[config.mk]
export PLATFORM = sky130hd
export DESIGN_NAME = wb_gpio_initiator_flat
export DESIGN_NICKNAME = d
export VERILOG_FILES = /design/src/rtl/wb_gpio_initiator_pkg.sv /design/src/rtl/wb_gpio_initiator_if.sv /design/src/rtl/wb_gpio_initiator_ack_timer.sv /design/src/rtl/wb_gpio_initiator.sv /design/src/flat_wrapper.sv
export SDC_FILE = /design/constraint.sdc
export NUM_CORES = 1
export LEC_CHECK = 0
export ABC_AREA = 1
export BUFFER_PORTS_ARGS = -buffer_cell sky130_fd_sc_hd__buf_2
export CAP_MARGIN = 15
export CORE_MARGIN = 1.5
export CORE_UTILIZATION = 47
export DETAILED_ROUTE_END_ITERATION = 8
export PLACE_DENSITY = 0.85
export SKIP_LAST_GASP = 1
export SLEW_MARGIN = 10
export SYNTH_ARGS = -nofsm -noshare
export SYNTH_HDL_FRONTEND = slang
export SYNTH_SLANG_ARGS = --single-unit
[constraint.sdc]
create_clock -name wb_clk_i -period 5.45 [get_ports wb_clk_i]
set_input_delay 1.3625 -clock wb_clk_i [delete_from_list [all_inputs] [get_ports wb_clk_i]]
set_output_delay 1.3625 -clock wb_clk_i [all_outputs]
set_load 0.05 [all_outputs]
[src/rtl/wb_gpio_initiator_pkg.sv]
// Shared types and constants for the Wishbone GPIO initiator.
// The GPIO register map is shared with benches and firmware models.
package wb_gpio_initiator_pkg;

    typedef enum logic [1:0] {
        IDLE = 2'd0,
        BUS  = 2'd1,
        RESP = 2'd2
    } state_t;

    localparam int TIMER_WIDTH = 8;

    localparam logic [31:0] GPIO_IO_L  = 32'h300F_FFF0;
    localparam logic [31:0] GPIO_IO_H  = 32'h300F_FFF4;
    localparam logic [31:0] GPIO_OEB_L = 32'h300F_FFEC;
    localparam logic [31:0] GPIO_OEB_H = 32'h300F_FFE8;

endpackage

[src/rtl/wb_gpio_initiator_if.sv]
// Command/response channel plus Wishbone initiator bus.
// The master modport is the initiator; slave is the user logic and responder side.
interface wb_gpio_initiator_if;

    logic        cmd_valid;
    logic        cmd_ready;
    logic        cmd_we;
    logic [31:0] cmd_adr;
    logic [31:0] cmd_dat;
    logic [3:0]  cmd_sel;

    logic        rsp_valid;
    logic        rsp_ready;
    logic [31:0] rsp_dat;
    logic        rsp_err;

    logic        wbm_cyc_o;
    logic        wbm_stb_o;
    logic        wbm_we_o;
    logic [3:0]  wbm_sel_o;
    logic [31:0] wbm_adr_o;
    logic [31:0] wbm_dat_o;
    logic        wbm_ack_i;
    logic [31:0] wbm_dat_i;

    modport master (
        input  cmd_valid, cmd_we, cmd_adr, cmd_dat, cmd_sel, rsp_ready,
        input  wbm_ack_i, wbm_dat_i,
        output cmd_ready, rsp_valid, rsp_dat, rsp_err,
        output wbm_cyc_o, wbm_stb_o, wbm_we_o, wbm_sel_o, wbm_adr_o, wbm_dat_o
    );

    modport slave (
        output cmd_valid, cmd_we, cmd_adr, cmd_dat, cmd_sel, rsp_ready,
        output wbm_ack_i, wbm_dat_i,
        input  cmd_ready, rsp_valid, rsp_dat, rsp_err,
        input  wbm_cyc_o, wbm_stb_o, wbm_we_o, wbm_sel_o, wbm_adr_o, wbm_dat_o
    );

endinterface

[src/rtl/wb_gpio_initiator_ack_timer.sv]
// Ack timeout counter: counts cycles a strobe waits for ack.
// expired_o flags the last cycle the initiator is willing to wait.
module wb_ack_timer
    import wb_gpio_initiator_pkg::*;
#(
    parameter int TIMEOUT_CYCLES = 16
) (
    input  logic clk_i,
    input  logic rst_i,
    input  logic clear_i,
    input  logic enable_i,
    output logic expired_o
);

    localparam logic [TIMER_WIDTH-1:0] LAST_COUNT = TIMER_WIDTH'(TIMEOUT_CYCLES - 1);

    logic [TIMER_WIDTH-1:0] count_q;
    logic [TIMER_WIDTH-1:0] count_d;

    always_comb begin
        count_d = count_q;
        if (clear_i) begin
            count_d = '0;
        end else if (enable_i) begin
            count_d = count_q + 1'b1;
        end
    end

    always_ff @(posedge clk_i or posedge rst_i) begin
        if (rst_i) begin
            count_q <= '0;
        end else begin
            count_q <= count_d;
        end
    end

    assign expired_o = (count_q == LAST_COUNT);

endmodule

[src/rtl/wb_gpio_initiator.sv]
// Single-beat Wishbone initiator driven by a valid/ready command channel,
// returning read data or a timeout error on a valid/ready response channel.
module wb_gpio_initiator
    import wb_gpio_initiator_pkg::*;
#(
    parameter int TIMEOUT_CYCLES = 16
) (
    input  logic                 wb_clk_i,
    input  logic                 wb_rst_i,
    wb_gpio_initiator_if.master  bus
);

    state_t      state_q,    state_d;
    logic        cyc_q,      cyc_d;
    logic        stb_q,      stb_d;
    logic        we_q,       we_d;
    logic [3:0]  sel_q,      sel_d;
    logic [31:0] adr_q,      adr_d;
    logic [31:0] dat_q,      dat_d;
    logic        rspValid_q, rspValid_d;
    logic        rspErr_q,   rspErr_d;
    logic [31:0] rspDat_q,   rspDat_d;

    logic timerClear;
    logic timerEnable;
    logic timerExpired;

    wb_ack_timer #(
        .TIMEOUT_CYCLES (TIMEOUT_CYCLES)
    ) ackTimer (
        .clk_i     (wb_clk_i),
        .rst_i     (wb_rst_i),
        .clear_i   (timerClear),
        .enable_i  (timerEnable),
        .expired_o (timerExpired)
    );

    always_comb begin
        state_d     = state_q;
        cyc_d       = cyc_q;
        stb_d       = stb_q;
        we_d        = we_q;
        sel_d       = sel_q;
        adr_d       = adr_q;
        dat_d       = dat_q;
        rspValid_d  = rspValid_q;
        rspErr_d    = rspErr_q;
        rspDat_d    = rspDat_q;
        timerClear  = 1'b0;
        timerEnable = 1'b0;

        case (state_q)
            IDLE: begin
                if (bus.cmd_valid) begin
                    we_d       = bus.cmd_we;
                    adr_d      = bus.cmd_adr;
                    dat_d      = bus.cmd_dat;
                    sel_d      = bus.cmd_sel;
                    cyc_d      = 1'b1;
                    stb_d      = 1'b1;
                    timerClear = 1'b1;
                    state_d    = BUS;
                end
            end
            BUS: begin
                // Ack is checked first so it wins over a timeout on the same edge.
                if (bus.wbm_ack_i || timerExpired) begin
                    cyc_d      = 1'b0;
                    stb_d      = 1'b0;
                    we_d       = 1'b0;
                    sel_d      = '0;
                    adr_d      = '0;
                    dat_d      = '0;
                    rspValid_d = 1'b1;
                    rspErr_d   = !bus.wbm_ack_i;
                    rspDat_d   = (bus.wbm_ack_i && !we_q) ? bus.wbm_dat_i : '0;
                    state_d    = RESP;
                end else begin
                    timerEnable = 1'b1;
                end
            end
            RESP: begin
                if (bus.rsp_ready) begin
                    rspValid_d = 1'b0;
                    rspErr_d   = 1'b0;
                    rspDat_d   = '0;
                    state_d    = IDLE;
                end
            end
            default: begin
                state_d = IDLE;
            end
        endcase
    end

    always_ff @(posedge wb_clk_i or posedge wb_rst_i) begin
        if (wb_rst_i) begin
            state_q    <= IDLE;
            cyc_q      <= 1'b0;
            stb_q      <= 1'b0;
            we_q       <= 1'b0;
            sel_q      <= '0;
            adr_q      <= '0;
            dat_q      <= '0;
            rspValid_q <= 1'b0;
            rspErr_q   <= 1'b0;
            rspDat_q   <= '0;
        end else begin
            state_q    <= state_d;
            cyc_q      <= cyc_d;
            stb_q      <= stb_d;
            we_q       <= we_d;
            sel_q      <= sel_d;
            adr_q      <= adr_d;
            dat_q      <= dat_d;
            rspValid_q <= rspValid_d;
            rspErr_q   <= rspErr_d;
            rspDat_q   <= rspDat_d;
        end
    end

    // Reset is the only input reaching cmd_ready, so it reads 0 while reset is held.
    assign bus.cmd_ready = (state_q == IDLE) && !wb_rst_i;
    assign bus.rsp_valid = rspValid_q;
    assign bus.rsp_err   = rspErr_q;
    assign bus.rsp_dat   = rspDat_q;
    assign bus.wbm_cyc_o = cyc_q;
    assign bus.wbm_stb_o = stb_q;
    assign bus.wbm_we_o  = we_q;
    assign bus.wbm_sel_o = sel_q;
    assign bus.wbm_adr_o = adr_q;
    assign bus.wbm_dat_o = dat_q;

endmodule

[src/flat_wrapper.sv]
// flat-port wrapper written by rule: the top's interface ports become plain ports
module wb_gpio_initiator_flat import wb_gpio_initiator_pkg::*;
#(
    parameter int TIMEOUT_CYCLES = 16
)
  (wb_clk_i, wb_rst_i, bus_cmd_valid, bus_cmd_we, bus_cmd_adr, bus_cmd_dat, bus_cmd_sel, bus_rsp_ready, bus_wbm_ack_i, bus_wbm_dat_i, bus_cmd_ready, bus_rsp_valid, bus_rsp_dat, bus_rsp_err, bus_wbm_cyc_o, bus_wbm_stb_o, bus_wbm_we_o, bus_wbm_sel_o, bus_wbm_adr_o, bus_wbm_dat_o);
  wb_gpio_initiator_if bus_i ();
  input  logic wb_clk_i;
  input  logic wb_rst_i;
  input wire logic [$bits(bus_i.cmd_valid)-1:0] bus_cmd_valid;
  input wire logic [$bits(bus_i.cmd_we)-1:0] bus_cmd_we;
  input wire logic [$bits(bus_i.cmd_adr)-1:0] bus_cmd_adr;
  input wire logic [$bits(bus_i.cmd_dat)-1:0] bus_cmd_dat;
  input wire logic [$bits(bus_i.cmd_sel)-1:0] bus_cmd_sel;
  input wire logic [$bits(bus_i.rsp_ready)-1:0] bus_rsp_ready;
  input wire logic [$bits(bus_i.wbm_ack_i)-1:0] bus_wbm_ack_i;
  input wire logic [$bits(bus_i.wbm_dat_i)-1:0] bus_wbm_dat_i;
  output wire logic [$bits(bus_i.cmd_ready)-1:0] bus_cmd_ready;
  output wire logic [$bits(bus_i.rsp_valid)-1:0] bus_rsp_valid;
  output wire logic [$bits(bus_i.rsp_dat)-1:0] bus_rsp_dat;
  output wire logic [$bits(bus_i.rsp_err)-1:0] bus_rsp_err;
  output wire logic [$bits(bus_i.wbm_cyc_o)-1:0] bus_wbm_cyc_o;
  output wire logic [$bits(bus_i.wbm_stb_o)-1:0] bus_wbm_stb_o;
  output wire logic [$bits(bus_i.wbm_we_o)-1:0] bus_wbm_we_o;
  output wire logic [$bits(bus_i.wbm_sel_o)-1:0] bus_wbm_sel_o;
  output wire logic [$bits(bus_i.wbm_adr_o)-1:0] bus_wbm_adr_o;
  output wire logic [$bits(bus_i.wbm_dat_o)-1:0] bus_wbm_dat_o;
  assign bus_i.cmd_valid = bus_cmd_valid;
  assign bus_i.cmd_we = bus_cmd_we;
  assign bus_i.cmd_adr = bus_cmd_adr;
  assign bus_i.cmd_dat = bus_cmd_dat;
  assign bus_i.cmd_sel = bus_cmd_sel;
  assign bus_i.rsp_ready = bus_rsp_ready;
  assign bus_i.wbm_ack_i = bus_wbm_ack_i;
  assign bus_i.wbm_dat_i = bus_wbm_dat_i;
  assign bus_cmd_ready = bus_i.cmd_ready;
  assign bus_rsp_valid = bus_i.rsp_valid;
  assign bus_rsp_dat = bus_i.rsp_dat;
  assign bus_rsp_err = bus_i.rsp_err;
  assign bus_wbm_cyc_o = bus_i.wbm_cyc_o;
  assign bus_wbm_stb_o = bus_i.wbm_stb_o;
  assign bus_wbm_we_o = bus_i.wbm_we_o;
  assign bus_wbm_sel_o = bus_i.wbm_sel_o;
  assign bus_wbm_adr_o = bus_i.wbm_adr_o;
  assign bus_wbm_dat_o = bus_i.wbm_dat_o;
  wb_gpio_initiator #(.TIMEOUT_CYCLES(TIMEOUT_CYCLES)) u_core (.wb_clk_i(wb_clk_i), .wb_rst_i(wb_rst_i), .bus(bus_i));
endmodule
==> flow_metrics.py, run 1 <==
metrics = {
    "global_routing": {
        "grt_start_max_net_pins": 84,
        "grt_pass1_vias": 4398,
        "grt_pass1_wl_um": 21000,
        "grt.overflow.total": 0,
        "grtUsageTotal": 0.240,
        "antenna_found_initial": 0,
    },
    "floorplan": {
        "rows": 36,
        "io_pins": 212,
        "die_w_um": 104,
        "core_um2": 9860,
        "start_util": 0.489,
        "die_area_um2": 10900,
        "die_h_um": 104,
    },
    "setup_path": {
        "arrival_ns": 1.90,
        "r2r_end": "u_core.bus.rsp_dat[26]",
        "max_stage_delay_ns": 0.29,
        "rr_worst_depth": 5,
        "crit_chain": "buf_2 > nor3_1 > buf_2",
        "critical_path.slowest_cell": "buf_2",
        "path_max_fanout": 2,
        "r2r_setup_slack_ns": 2.61,
        "timing.critical_path.mode_cell": "buf_2",
        "crit_path_end_kind": "output port",
        "required_ns": 4.09,
        "timing.rr.start": "u_core.ackTimer.count_q[1]",
        "path_class": "in -> out",
        "start_kind": "input port",
    },
    "layout": {
        "area_growth_pct": 33.0,
        "stdcell_area_um2": 6410,
        "final_cell_mix": "nand2_1 (237), buf_2 (211), dfrtp_1 (114)",
        "antennaDiodeCount": 0,
        "seq_area_um2": 2850,
        "final_cells": 884,
        "final_nets": 847,
        "final_common_cell": "nand2_1",
        "multi_input_area_um2": 1710,
        "fill_cells": 810,
        "drive_above_1_share": 0.334,
        "post-route-util": 0.650,
    },
    "placed_design": {
        "dp.cells": 854,
        "postPlaceCellArea_um2": 5880,
        "gp_congestion": 0.799,
        "port_buffers": 211,
        "place_hpwl_um": 8560,
    },
    "pwr": {
        "p_leak_uw": 0.00365,
        "pwr_density_cell_nw_per_um2": 736,
        "irDropWorstVdd_uv": 427,
    },
    "yosys": {
        "ys_seq_area_frac": 0.591,
        "syn_nets": 654,
        "syn_avg_cell_area_um2": 8.82,
        "ys_types": 20,
        "synth_seq_cells": 114,
        "synthCells": 547,
        "yosys_warnings": 0,
        "synth_area_um2": 4820,
    },
    "timing": {
        "finalCritPeriodShare": 0.599,
        "fmax_mhz": 306,
        "finClkSkew_ns": 0.00621,
        "final.setup.tns_ns": 0,
        "holdWs_ns": 0.466,
        "rsz0062_at_grt": "false",
        "tightest_slew_ns": 1.08,
        "relSlewSlack": 0.275,
        "setup_viol": 0,
        "finalMaxSlewViolations": 0,
        "min_period_ns": 3.27,
        "hold_viol_final": 0,
    },
    "clocking": {
        "clk_latency_ns": 0.50,
        "postCtsHoldBufs": 0,
        "cts_sinks": 114,
        "cts.path.max_buffers": 2,
        "htreeDepth": 4,
        "cts.clk_slew.worst_paths_ns": 0.05,
        "post_cts_buffers": 0,
        "ctsResizeCount": 0,
        "clockRootBuffer": "clkbuf_8",
        "tritoncts": "done",
        "cts_buffers": 17,
    },
    "drt": {
        "wl_per_cell_um": 14.5,
        "postRouteAntennaNets": 0,
        "drc_errors": 0,
        "drtIter0Drc": 316,
        "routed_wl_um": 12800,
        "via_per_inst": 5.21,
        "via_count": 4610,
        "firstDrtPassIters": 5,
    },
    "worst_hold_path": {
        "holdPathEnd": "u_core.bus.wbm_adr_o[0]",
        "hold_path_depth": 2,
        "hp-start": "u_core.bus.wbm_adr_o[0]",
        "hp-class": "reg -> reg",
    },
    "run_status": {
        "status": "finished clean",
    },
    "run": {
        "drv_cap": 0,
    },
}
==> sequential cells by signal, summed over array words and instances, names as in the netlist, 2 cells and up <==
| signal | cells |
|---|---|
| u_core.bus.rsp_dat | 32 |
| u_core.bus.wbm_adr_o | 32 |
| u_core.bus.wbm_dat_o | 32 |
| u_core.ackTimer.count_q | 8 |
| u_core.bus.wbm_sel_o | 4 |
| u_core.state_q | 2 |
==> power breakdown <==
| part | internal, uW | leakage (uW) | switching (uW) |
|---|---|---|---|
| clock | 642 | 0.000270 | 356 |
| sequential | 1180 | 0.00150 | 185 |
| combinational | 464 | 0.00189 | 1890 |
| total | 2290 | 0.00365 | 2430 |
==> Yosys cell counts <==
master    number  area, um^2
o21bai_1       1        7.51
nor2_1         9        33.8
xor2_1         1        8.76
nor3_2         1        10.0
o21ai_4        1        16.3
nor2_2         1        6.26
inv_2          3        11.3
dfrtp_1      114        2850
nand3b_1       1        7.51
o21ai_0       11        55.1
nand3_1       14        70.1
inv_1         11        41.3
clkbuf_1      22        82.6
o21ai_1       24         120
nor3_1         1        5.00
nand2_1      238         893
buf_4         13        97.6
ha_1           1        12.5
buf_2          7        35.0
nand4_1       73         457
==> cell families (layout without fill, tap and decap cells) <==
family | Yosys count | in the layout | share of synthesized area
AOI/OAI and AO/OA | 37 | 37 | 0.0412
buffers and inverters | 56 | 260 | 0.0555
DFF | 114 | 114 | 0.591
adders and majority gates | 1 | 1 | 0.00259
xor gates and xnor gates | 1 | 1 | 0.00182
and+or+nand+nor | 338 | 338 | 0.307
==> final cells by class <==
cell class	count	share of cell area
timing repair buffer	216	0.170
multi-input combinational	377	0.267
inverter	14	0.00858
clock buffer	24	0.0749
sequential	114	0.445
clock inverter	6	0.00858
tap	133	0.0259
==> worst max-delay path: cells and delay by family <==
| kind | cells | cell delay, ns |
|---|---|---|
| buffers and inverters | 2 | 0.41 |
| and+or+nand+nor | 1 | 0.13 |
==> metrics by stage <==
step | total power (uW) | setup slack [ns]
6_report | 4720 | 2.18
5_1_grt | 4980 | 2.14
4_1_cts | 4750 | 2.18
3_5_place_dp | 3740 | 2.16
3_3_place_gp | 3670 | 2.19
2_1_floorplan | 3220 | 1.07
==> worst max path at each step <==
stage               cells past startpoint  slack [ns]                    endpoint     startpoint
floorplan                               1        1.07  u_core.ackTimer.count_q[0]       wb_rst_i
global placement                        3        2.19               bus_cmd_ready       wb_rst_i
detailed placement                      5        2.16      u_core.bus.rsp_dat[25]  bus_wbm_ack_i
CTS                                     3        2.18               bus_cmd_ready       wb_rst_i
global route                            3        2.14               bus_cmd_ready       wb_rst_i
finish                                  3        2.18               bus_cmd_ready       wb_rst_i
==> layer usage <==
metal | vias to the layer above | track usage | wire length [um]
met2 | 217 | 0.386 | 6250
met4 | 0 | 0.137 | 442
met5 | - | 0 | 0
met1 | 2159 | 0.304 | 5260
met3 | 37 | 0.0451 | 855
li1 | 2197 | - | -
Power figures use the tool's default switching activity.
==> inputs of run 2 (changes only) <==
==> constraint.sdc (replaced) <==
create_clock -name wb_clk_i -period 3.1 [get_ports wb_clk_i]
set_input_delay 0.775 -clock wb_clk_i [delete_from_list [all_inputs] [get_ports wb_clk_i]]
set_output_delay 0.775 -clock wb_clk_i [all_outputs]
set_load 0.05 [all_outputs]
==> flow_metrics.py, run 2 (synthesis results as in run 1) <==
metrics = {
    "run": {
        "drv_cap": 0,
    },
    "worst_hold_path": {
        "hp-class": "reg -> reg",
    },
    "floorplan": {
        "core_um2": 9860,
        "io_pins": 212,
        "start_util": 0.489,
        "rows": 36,
        "die_w_um": 104,
        "die_area_um2": 10900,
        "die_h_um": 104,
    },
    "pwr": {
        "pwr_density_cell_nw_per_um2": 1310,
        "total_power_uw": 8590,
        "p_leak_uw": 0.00370,
        "irDropWorstVdd_uv": 664,
    },
    "layout": {
        "final_common_cell": "nand2_1",
        "post-route-util": 0.663,
        "final_cell_mix": "nand2_1 (237), buf_2 (211), dfrtp_1 (114)",
        "multi_input_area_um2": 1710,
        "antennaDiodeCount": 0,
        "stdcell_area_um2": 6540,
        "fill_cells": 811,
        "area_growth_pct": 35.5,
        "drive_above_1_share": 0.342,
        "final_nets": 850,
        "seq_area_um2": 2850,
    },
    "clocking": {
        "post_cts_buffers": 0,
        "clockRootBuffer": "clkbuf_8",
        "ctsResizeCount": 0,
        "cts.clk_slew.worst_paths_ns": 0.06,
        "cts_buffers": 17,
        "clk_latency_ns": 0.50,
        "htreeDepth": 4,
        "cts.path.max_buffers": 2,
        "tritoncts": "done",
        "cts_sinks": 114,
        "postCtsHoldBufs": 0,
    },
    "setup_path": {
        "crit_family": "compound AO/OA/AOI/OAI gates",
        "cp.depth": 7,
        "rr_worst_depth": 7,
        "crit_path_end_kind": "register",
        "arrival_ns": 2.79,
        "r2r_setup_slack_ns": 0.68,
        "timing.critical_path.mode_cell": "nand2_1",
        "timing.rr.start": "u_core.ackTimer.count_q[1]",
        "worst-path-buf-inv": 1,
        "r2r_end": "u_core.bus.wbm_cyc_o",
        "crit_end": "u_core.bus.wbm_cyc_o",
        "path_class": "reg -> reg",
        "path_max_fanout": 55,
        "crit_chain": "ha_1 > nand3_1 > o21ai_1 > o21ai_4 > buf_12 > nand2_1 > nand2_1",
        "critical_path.slowest_cell": "o21ai_1",
        "max_stage_delay_ns": 0.74,
        "start_kind": "register",
        "required_ns": 3.47,
        "startpoint": "u_core.ackTimer.count_q[1]",
    },
    "timing": {
        "finClkSkew_ns": 0.00782,
        "finalCritPeriodShare": 0.781,
        "relSlewSlack": 0.401,
        "rsz0062_at_grt": "false",
        "min_period_ns": 2.42,
        "hold_viol_final": 0,
        "fmax_mhz": 413,
        "setup_viol": 0,
        "final.setup.tns_ns": 0,
        "tightest_slew_ns": 0.892,
        "finalMaxSlewViolations": 0,
    },
    "drt": {
        "wl_per_cell_um": 14.8,
        "drc_errors": 0,
        "drtIter0Drc": 372,
        "firstDrtPassIters": 7,
        "via_count": 4612,
        "via_per_inst": 5.19,
        "routed_wl_um": 13100,
        "postRouteAntennaNets": 0,
    },
    "global_routing": {
        "antenna_found_initial": 0,
        "grtUsageTotal": 0.247,
        "busiest_layer": "met2",
        "grt.overflow.total": 0,
        "grt_util_met3": 0.0583,
        "groute.layer.met1.usage": 0.304,
        "grt_pass1_vias": 4433,
        "grt_start_max_net_pins": 70,
        "met2_usage": 0.410,
        "grt_pass1_wl_um": 21500,
    },
    "run_status": {
        "status": "finished clean",
    },
    "placed_design": {
        "postPlaceCellArea_um2": 5920,
        "gp_congestion": 0.846,
        "place_hpwl_um": 8840,
        "port_buffers": 211,
    },
}
[run 2: changes by cell type in the layout (fill, tap and decap cells not counted)]
cell        delta
clkbuf_1       -3
clkinv_2       -3
clkinvlp_4     +3
buf_4          +2
bufinv_16      +2
clkbuf_8       +2
buf_12         +1
clkinv_4       +1
inv_4          -1
[run 2: worst register-to-register path, stage by stage, from the launching register on]
cell	delay, ns
dfrtp_1	0.39
ha_1	0.23
nand3_1	0.15
o21ai_1	0.74
o21ai_4	0.33
buf_12	0.29
nand2_1	0.11
nand2_1	0.05
[run 2: layer usage]
layer  vias to the layer above  share of wire
met5                         -              0
met1                      2146           0.40
li1                       2207              -
met4                         0          0.034
met3                        35          0.072
met2                       224           0.50
[run 2: cell type report]
type	count	area share
Multi-Input combinational cell	377	0.262
Clock inverter	8	0.0190
Sequential cell	114	0.436
Clock buffer	23	0.0760
Tap cell	133	0.0255
Inverter	14	0.00861
Timing Repair Buffer	219	0.173
[run 2: stage by stage]
step	hold WS, ns	instances	worst slack [ns]
finish	0.462	888	0.680
global route	0.483	888	0.479
CTS	0.468	888	0.702
detailed placement	0.454	857	0.725
global placement	0.449	857	0.837
floorplan	0.517	547	0.505
[run 2: power by group]
| group | total (uW) | internal (uW) | switching [uW] |
|---|---|---|---|
| Sequential | 2400 | 2080 | 325 |
| Combinational | 4200 | 843 | 3350 |
| Clock | 2000 | 1350 | 653 |
| Total | 8590 | 4260 | 4330 |
[run 2: worst min-delay path by stage]
stage                               start                    endpoint  cells after the start
3_5_place_dp      u_core.bus.wbm_adr_o[3]     u_core.bus.wbm_adr_o[3]                      2
3_3_place_gp      u_core.bus.wbm_dat_o[7]     u_core.bus.wbm_dat_o[7]                      2
5_1_grt          u_core.bus.wbm_adr_o[27]    u_core.bus.wbm_adr_o[27]                      2
4_1_cts           u_core.bus.wbm_adr_o[3]     u_core.bus.wbm_adr_o[3]                      2
2_1_floorplan  u_core.ackTimer.count_q[1]  u_core.ackTimer.count_q[1]                      2
6_report          u_core.bus.wbm_dat_o[5]     u_core.bus.wbm_dat_o[5]                      2
